**config.mk**
```make
export PLATFORM = sky130hd
export DESIGN_NAME = dbf_scan_ctrl_flat
export DESIGN_NICKNAME = d
export VERILOG_FILES = /design/src/rtl/dbf_scan_ctrl_pkg.sv /design/src/rtl/dbf_scan_ctrl_if.sv /design/src/rtl/dbf_scan_ctrl_dur_timer.sv /design/src/rtl/dbf_scan_ctrl.sv /design/src/flat_wrapper.sv
export SDC_FILE = /design/constraint.sdc
export NUM_CORES = 1
export LEC_CHECK = 0
export BUFFER_PORTS_ARGS = -buffer_cell sky130_fd_sc_hd__buf_2
export CAP_MARGIN = 25
export CORE_MARGIN = 4
export CORE_UTILIZATION = 48
export DETAILED_ROUTE_END_ITERATION = 10
export PLACE_DENSITY = 0.74
export SLEW_MARGIN = 30
export SYNTH_ARGS = -nofsm -noshare
export SYNTH_HDL_FRONTEND = slang
export SYNTH_SLANG_ARGS = --single-unit
```
**constraint.sdc**
```tcl
create_clock -name clk -period 2 [get_ports clk]
set_input_delay 0.4 -clock clk [delete_from_list [all_inputs] [get_ports clk]]
set_output_delay 0.4 -clock clk [all_outputs]
set_load 0.01 [all_outputs]
```
**src/rtl/dbf_scan_ctrl_pkg.sv**
```systemverilog
// dbf_scan_ctrl_pkg: shared definitions for the DBF per-scan-line sequencer.
//   - state_t       : sequencer states (IDLE, LOAD, TX, RX, DONE)
//   - DEF_ADDR_WD   : default LUT address width
//   - DEF_LUT_DATA_WD : default LUT write-data width
//   - DEF_CNT_WD    : default duration counter width
package dbf_scan_ctrl_pkg;

    localparam int unsigned DEF_ADDR_WD     = 8;
    localparam int unsigned DEF_LUT_DATA_WD = 16;
    localparam int unsigned DEF_CNT_WD      = 12;

    typedef enum logic [2:0] {
        S_IDLE = 3'd0,
        S_LOAD = 3'd1,
        S_TX   = 3'd2,
        S_RX   = 3'd3,
        S_DONE = 3'd4
    } state_t;

endpackage

```
**src/rtl/dbf_scan_ctrl_if.sv**
```systemverilog
// dbf_scan_ctrl_if: config stream + shared channel LUT write bus.
//   cfg_valid/cfg_data/cfg_ready   : streamed LUT config words (valid/ready)
//   dbf_lut_addr/we/wdata          : LUT write bus fanned out to all channels
// Modports:
//   master : the scan controller (consumes config, drives the LUT bus)
//   slave  : config source / channel bank side
interface dbf_scan_ctrl_if
    import dbf_scan_ctrl_pkg::*;
#(
    parameter int unsigned ADDR_WD     = DEF_ADDR_WD,
    parameter int unsigned LUT_DATA_WD = DEF_LUT_DATA_WD
);
    logic                   cfg_valid;
    logic [LUT_DATA_WD-1:0] cfg_data;
    logic                   cfg_ready;
    logic [ADDR_WD-1:0]     dbf_lut_addr;
    logic                   dbf_lut_we;
    logic [LUT_DATA_WD-1:0] dbf_lut_wdata;

    modport master (
        input  cfg_valid,
        input  cfg_data,
        output cfg_ready,
        output dbf_lut_addr,
        output dbf_lut_we,
        output dbf_lut_wdata
    );

    modport slave (
        output cfg_valid,
        output cfg_data,
        input  cfg_ready,
        input  dbf_lut_addr,
        input  dbf_lut_we,
        input  dbf_lut_wdata
    );
endinterface

```
**src/rtl/dbf_scan_ctrl_dur_timer.sv**
```systemverilog
// dbf_dur_timer: loadable down-counter with terminal-count flag.
// Shared between the TX and RX windows of the scan sequencer.
//   clk, rst_n : clock, asynchronous active-low reset
//   load       : load load_val this edge (has priority over counting)
//   load_val   : value loaded; window length is load_val + 1 cycles
//   tc         : high while the count is zero
module dbf_dur_timer
    import dbf_scan_ctrl_pkg::*;
#(
    parameter int unsigned CNT_WD = DEF_CNT_WD
) (
    input  logic              clk,
    input  logic              rst_n,
    input  logic              load,
    input  logic [CNT_WD-1:0] load_val,
    output logic              tc
);
    logic [CNT_WD-1:0] count;

    always_ff @(posedge clk or negedge rst_n) begin
        if (!rst_n) begin
            count <= '0;
        end else if (load) begin
            count <= load_val;
        end else if (count != '0) begin
            count <= count - 1'b1;
        end
    end

    assign tc = (count == '0);
endmodule

```
**src/rtl/dbf_scan_ctrl.sv**
```systemverilog
// dbf_scan_ctrl: per-scan-line sequencer for the DBF channel array.
// Each line: load LUTs from the config stream, tx window, rx window, done.
// Ports:
//   clk, rst_n  : clock, asynchronous active-low reset
//   line_start  : single-cycle request to run one line (ignored unless idle)
//   abort       : (only with DBF_SCAN_ABORT_EN) cut the line short to DONE
//   busy        : high from line acceptance until line_done
//   line_done   : one-cycle pulse at end of line
//   tx_en       : transmit window, TX_CYCLES cycles
//   start       : receive/beamform window, RX_SAMPLES cycles
//   bus         : config stream + LUT write bus (master side)
// Optional feature macro: DBF_SCAN_ABORT_EN.
module dbf_scan_ctrl
    import dbf_scan_ctrl_pkg::*;
#(
    parameter int unsigned ADDR_WD     = DEF_ADDR_WD,
    parameter int unsigned LUT_DEPTH   = 128,
    parameter int unsigned LUT_DATA_WD = DEF_LUT_DATA_WD,
    parameter int unsigned TX_CYCLES   = 16,
    parameter int unsigned RX_SAMPLES  = 2048,
    parameter int unsigned CNT_WD      = DEF_CNT_WD
) (
    input  logic clk,
    input  logic rst_n,
    input  logic line_start,
`ifdef DBF_SCAN_ABORT_EN
    input  logic abort,
`endif
    output logic busy,
    output logic line_done,
    output logic tx_en,
    output logic start,
    dbf_scan_ctrl_if.master bus
);
    state_t             state;
    state_t             state_nxt;
    logic [ADDR_WD-1:0] wr_cnt;
    logic               abort_req;
    logic               hs;
    logic               last_word;
    logic               tmr_load;
    logic [CNT_WD-1:0]  tmr_val;
    logic               tmr_tc;

`ifdef DBF_SCAN_ABORT_EN
    assign abort_req = abort && (state == S_LOAD || state == S_TX || state == S_RX);
`else
    assign abort_req = 1'b0;
`endif

    assign bus.cfg_ready = (state == S_LOAD);
    // An abort wins over a concurrent config handshake: the word is dropped.
    assign hs        = bus.cfg_valid && bus.cfg_ready && !abort_req;
    assign last_word = (wr_cnt == ADDR_WD'(LUT_DEPTH - 1));

    always_comb begin
        state_nxt = state;
        unique case (state)
            S_IDLE: if (line_start)       state_nxt = S_LOAD;
            S_LOAD: if (hs && last_word)  state_nxt = S_TX;
            S_TX:   if (tmr_tc)           state_nxt = S_RX;
            S_RX:   if (tmr_tc)           state_nxt = S_DONE;
            S_DONE:                       state_nxt = S_IDLE;
            default:                      state_nxt = S_IDLE;
        endcase
        if (abort_req) state_nxt = S_DONE;
    end

    // The timer reloads on every state change, so TX/RX each start from a
    // fresh count and the other states leave it parked at zero.
    always_comb begin
        tmr_load = (state_nxt != state);
        tmr_val  = '0;
        if (state_nxt == S_TX) tmr_val = CNT_WD'(TX_CYCLES - 1);
        if (state_nxt == S_RX) tmr_val = CNT_WD'(RX_SAMPLES - 1);
    end

    dbf_dur_timer #(.CNT_WD(CNT_WD)) u_dur_timer (
        .clk      (clk),
        .rst_n    (rst_n),
        .load     (tmr_load),
        .load_val (tmr_val),
        .tc       (tmr_tc)
    );

    always_ff @(posedge clk or negedge rst_n) begin
        if (!rst_n) begin
            state <= S_IDLE;
        end else begin
            state <= state_nxt;
        end
    end

    // Window outputs are registered from the next state so they line up
    // exactly with the state they describe.
    always_ff @(posedge clk or negedge rst_n) begin
        if (!rst_n) begin
            busy      <= 1'b0;
            line_done <= 1'b0;
            tx_en     <= 1'b0;
            start     <= 1'b0;
        end else begin
            busy      <= (state_nxt != S_IDLE);
            line_done <= (state_nxt == S_DONE);
            tx_en     <= (state_nxt == S_TX);
            start     <= (state_nxt == S_RX);
        end
    end

    // LUT write path: one registered write per handshake; addr/wdata hold.
    always_ff @(posedge clk or negedge rst_n) begin
        if (!rst_n) begin
            wr_cnt            <= '0;
            bus.dbf_lut_we    <= 1'b0;
            bus.dbf_lut_addr  <= '0;
            bus.dbf_lut_wdata <= '0;
        end else begin
            bus.dbf_lut_we <= hs;
            if (hs) begin
                bus.dbf_lut_addr  <= wr_cnt;
                bus.dbf_lut_wdata <= bus.cfg_data;
            end
            if (state != S_LOAD) begin
                wr_cnt <= '0;
            end else if (hs) begin
                wr_cnt <= wr_cnt + 1'b1;
            end
        end
    end
endmodule

```
**src/flat_wrapper.sv**
```systemverilog
// flat-port wrapper written by rule: the top's interface ports become plain ports
module dbf_scan_ctrl_flat import dbf_scan_ctrl_pkg::*;
#(
    parameter int unsigned ADDR_WD     = DEF_ADDR_WD,
    parameter int unsigned LUT_DEPTH   = 128,
    parameter int unsigned LUT_DATA_WD = DEF_LUT_DATA_WD,
    parameter int unsigned TX_CYCLES   = 16,
    parameter int unsigned RX_SAMPLES  = 2048,
    parameter int unsigned CNT_WD      = DEF_CNT_WD
)
  (clk, rst_n, line_start, busy, line_done, tx_en, start, bus_cfg_valid, bus_cfg_data, bus_cfg_ready, bus_dbf_lut_addr, bus_dbf_lut_we, bus_dbf_lut_wdata);
  dbf_scan_ctrl_if #(.ADDR_WD(ADDR_WD), .LUT_DATA_WD(LUT_DATA_WD)) bus_i ();
  input  logic clk;
  input  logic rst_n;
  input  logic line_start;
  output logic busy;
  output logic line_done;
  output logic tx_en;
  output logic start;
  input wire logic [$bits(bus_i.cfg_valid)-1:0] bus_cfg_valid;
  input wire logic [$bits(bus_i.cfg_data)-1:0] bus_cfg_data;
  output wire logic [$bits(bus_i.cfg_ready)-1:0] bus_cfg_ready;
  output wire logic [$bits(bus_i.dbf_lut_addr)-1:0] bus_dbf_lut_addr;
  output wire logic [$bits(bus_i.dbf_lut_we)-1:0] bus_dbf_lut_we;
  output wire logic [$bits(bus_i.dbf_lut_wdata)-1:0] bus_dbf_lut_wdata;
  assign bus_i.cfg_valid = bus_cfg_valid;
  assign bus_i.cfg_data = bus_cfg_data;
  assign bus_cfg_ready = bus_i.cfg_ready;
  assign bus_dbf_lut_addr = bus_i.dbf_lut_addr;
  assign bus_dbf_lut_we = bus_i.dbf_lut_we;
  assign bus_dbf_lut_wdata = bus_i.dbf_lut_wdata;
  dbf_scan_ctrl #(.ADDR_WD(ADDR_WD), .LUT_DEPTH(LUT_DEPTH), .LUT_DATA_WD(LUT_DATA_WD), .TX_CYCLES(TX_CYCLES), .RX_SAMPLES(RX_SAMPLES), .CNT_WD(CNT_WD)) u_core (.clk(clk), .rst_n(rst_n), .line_start(line_start), .busy(busy), .line_done(line_done), .tx_en(tx_en), .start(start), .bus(bus_i));
endmodule
```
==> impl_metrics.yaml <==
status:
  status: "finished clean"
grt:
  grt_overflow: 0
  grt_max_degree: 33
  grt_busiest_layer: "met2"
  met1_usage_pct: 19.8
  globalRouteMet2Util_pct: 23.7
  grt_use_met3_pct: 4.24
  grt_pass1_wl_mm: 7.33
  grt_pass1_vias: 1612
  track_usage_pct: 15.0
  antenna_found_initial: 0
die:
  core_area_sq_um: 4750
  std_cell_rows: 25
  die_w_um: 78.1
  die-area_sq_um: 6110
  io_pins: 50
  die_height_um: 78.1
  initial_core_util_pct: 49.7
detailed_routing:
  num_vias: 1566
  postRouteAntennaNets: 0
  drc_errors: 0
  finalWirelength_mm: 4.18
  vias_per_cell: 5.02
  drt_first_pass_iters: 4
  drtIter0Drc: 64
  routedWlPerCell_um: 13.4
clock_tree:
  cts_buffers: 5
  cts-root-buf: "clkbuf_8"
  clock-sinks: 52
  tritoncts: "yes"
  clock_latency_ns: 0.31
  cts_max_level: 2
  clk_pin_slew_ns: 0.10
  clock_path_buffers: 2
worst_setup_path:
  path_cells: "inv_2 -> or3_1 -> clkinv_2 -> and2_4 -> buf_12 -> mux2_4"
  crit_path_end_kind: "flip-flop"
  startpoint: "u_core.state[0]"
  cp_slowest_stage_delay_ns: 0.43
  cp_data_required_time_ns: 2.18
  reg2reg_depth: 6
  r2r-start: "u_core.state[0]"
  crit_fanout: 16
  r2r_slack_ns: 0.15
  worstSetupPathType: "reg2reg"
  rr_endpoint: "u_core.bus.dbf_lut_wdata[1]"
  arrival_ns: 2.03
  critical-path-slowest-cell: "or3_1"
  startpoint_type: "flip-flop"
finish:
  regArea_sq_um: 1300
  fin_nets: 266
  multi_input_area_sq_um: 980
  finalNonFillerCells: 312
  antenna_cells: 0
  finalInstanceArea_sq_um: 2840
  fill_cells: 396
  drive_gt1_share_pct: 39.6
  area_growth_pct: 20.3
hold_path:
  hold_class: "in2async"
sta:
  slew-limit-headroom_pct: 67.2
  clock.fmax_mhz: 542
  post-route-period-util_pct: 92.3
  rsz0062_at_grt: "false"
  layout_min_cycle_time_ns: 1.85
  setup_tns_ns: 0
  worst_pin_slew_ns: 0.493
  finalSetupViolCount: 0
  hold_violations: 0
  finalMaxSlewViolations: 0
  fin_skew_ns: 0.0172
logic_synthesis:
  synth.area.top_cells: "dfrtp_1 (55%), mux2_4 (12%), xor2_1 (3.3%)"
  synth_top_cell_area_share_pct: 55.1
  syn_area_per_cell_sq_um: 12.7
  synthFlopType: "dfrtp_1"
  synth_async_sr_flop_share_pct: 100
  yosysMostFrequentCell: "dfrtp_1"
  synthCells: 186
  syn_area_sq_um: 2360
  ys_types: 44
  synth-edff-count: 0
  synth_common_cells: "dfrtp_1 (52), mux2_4 (19), nor2_1 (16), o21ai_0 (10)"
  synth_seq_cells: 52
  netlist.top_cell.by_area: "dfrtp_1"
  ys_seq_area_share_pct: 55.1
  syn_nets: 208
  yosysWarnings: 0
placed_design:
  placed_area_sq_um: 2710
  gp_congestion: 0.821
  hpwl_mm: 3.11
  numPlacedInstances: 304
  port_buffers: 49
pwr:
  worst_ir_drop_vdd_mv: 0.326
  power.leakage_nw: 1.42
  power_density_nw_per_um2: 637
job:
  drv_cap: 0
==> worst max-delay path: cells and delay by family (launching register included) <==
kind	cells	cell delay, ns
buf+inv	3	0.34
flops	1	0.37
mux	1	0.31
simple gates	2	0.68
==> worst max path at each step <==
| stage | end | depth (start not counted) |
|---|---|---|
| after CTS | u_core.u_dur_timer.count[10] | 7 |
| after global routing | u_core.u_dur_timer.count[4] | 7 |
| after floorplan | u_core.u_dur_timer.count[1] | 7 |
| after detailed placement | u_core.u_dur_timer.count[10] | 7 |
| final | u_core.bus.dbf_lut_wdata[1] | 6 |
| after global placement | u_core.u_dur_timer.count[10] | 7 |
==> state kept, by name (all words and copies together), names as in the netlist <==
name	cells
u_core.busy	1
u_core.start	1
u_core.tx_en	1
u_core.bus.dbf_lut_addr	8
u_core.u_dur_timer.count	12
u_core.wr_cnt	8
u_core.bus.dbf_lut_wdata	16
u_core.state	3
u_core.line_done	1
u_core.bus.dbf_lut_we	1
==> timing repair <==
item                                    CTS  global route
resized for setup                         0             4
hold buffers                              0             0
buffers inserted                          0             0
endpoints found under the setup margin    0            12
==> through the flow <==
step                setup WS [ns]  total power (W)  hold WS (ns)  util (%)
global route              0.00535          0.00188        0.0660      59.8
detailed placement         0.0619          0.00112         0.390      57.0
global placement            0.174          0.00112         0.388      57.0
finish                      0.154          0.00181        0.0456      59.8
CTS                        0.0441          0.00184        0.0506      59.3
floorplan                  0.0110          0.00108         0.104         -
==> kinds of logic (layout without fill, tap and decap cells) <==
logic type	count (synthesis)	after routing	synth area share [%]
muxes	26	26	15.3
DFF	52	52	55.1
xor gates and xnor gates	16	16	5.94
and+or+nand+nor	55	55	12.2
AOI/OAI and AO/OA	22	22	6.09
adders and majority gates	2	2	1.06
buffers and inverters	13	72	4.29
==> per-layer routing <==
layer / share of wire, % / vias up
met5: 0 / -
met2: 46 / 52
met4: 1.5 / 0
li1: - / 768
met3: 6.4 / 6
met1: 46 / 740
==> cells in the final DEF (no fill, tap or decap), drive strengths merged, types with 3 or more instances in the layout <==
master | Yosys | final
inv | 4 | 5
nand2 | 9 | 9
xnor2 | 7 | 7
o21ai | 10 | 10
xor2 | 9 | 9
nand3 | 7 | 7
dfrtp | 52 | 52
nor2 | 16 | 16
mux2 | 24 | 24
nor3 | 4 | 4
buf | 4 | 59
a21oi | 3 | 3
clkbuf | 4 | 6
==> final cells by class <==
type,count,share of cell area [%]
Clock inverter,2,1.37
Clock buffer,6,2.55
Tap cell,67,2.95
Sequential cell,52,45.8
Multi-Input combinational cell,121,34.5
Timing Repair Buffer,59,12.2
Inverter,5,0.705
==> where the power goes <==
group / internal (W) / total [W] / switching, W
clock: 0.000378 / 0.000711 / 0.000333
combinational: 0.0000194 / 0.0000468 / 0.0000274
sequential: 0.00105 / 0.00105 / 0.000000650
total: 0.00145 / 0.00181 / 0.000361
Power figures use the tool's default switching activity.
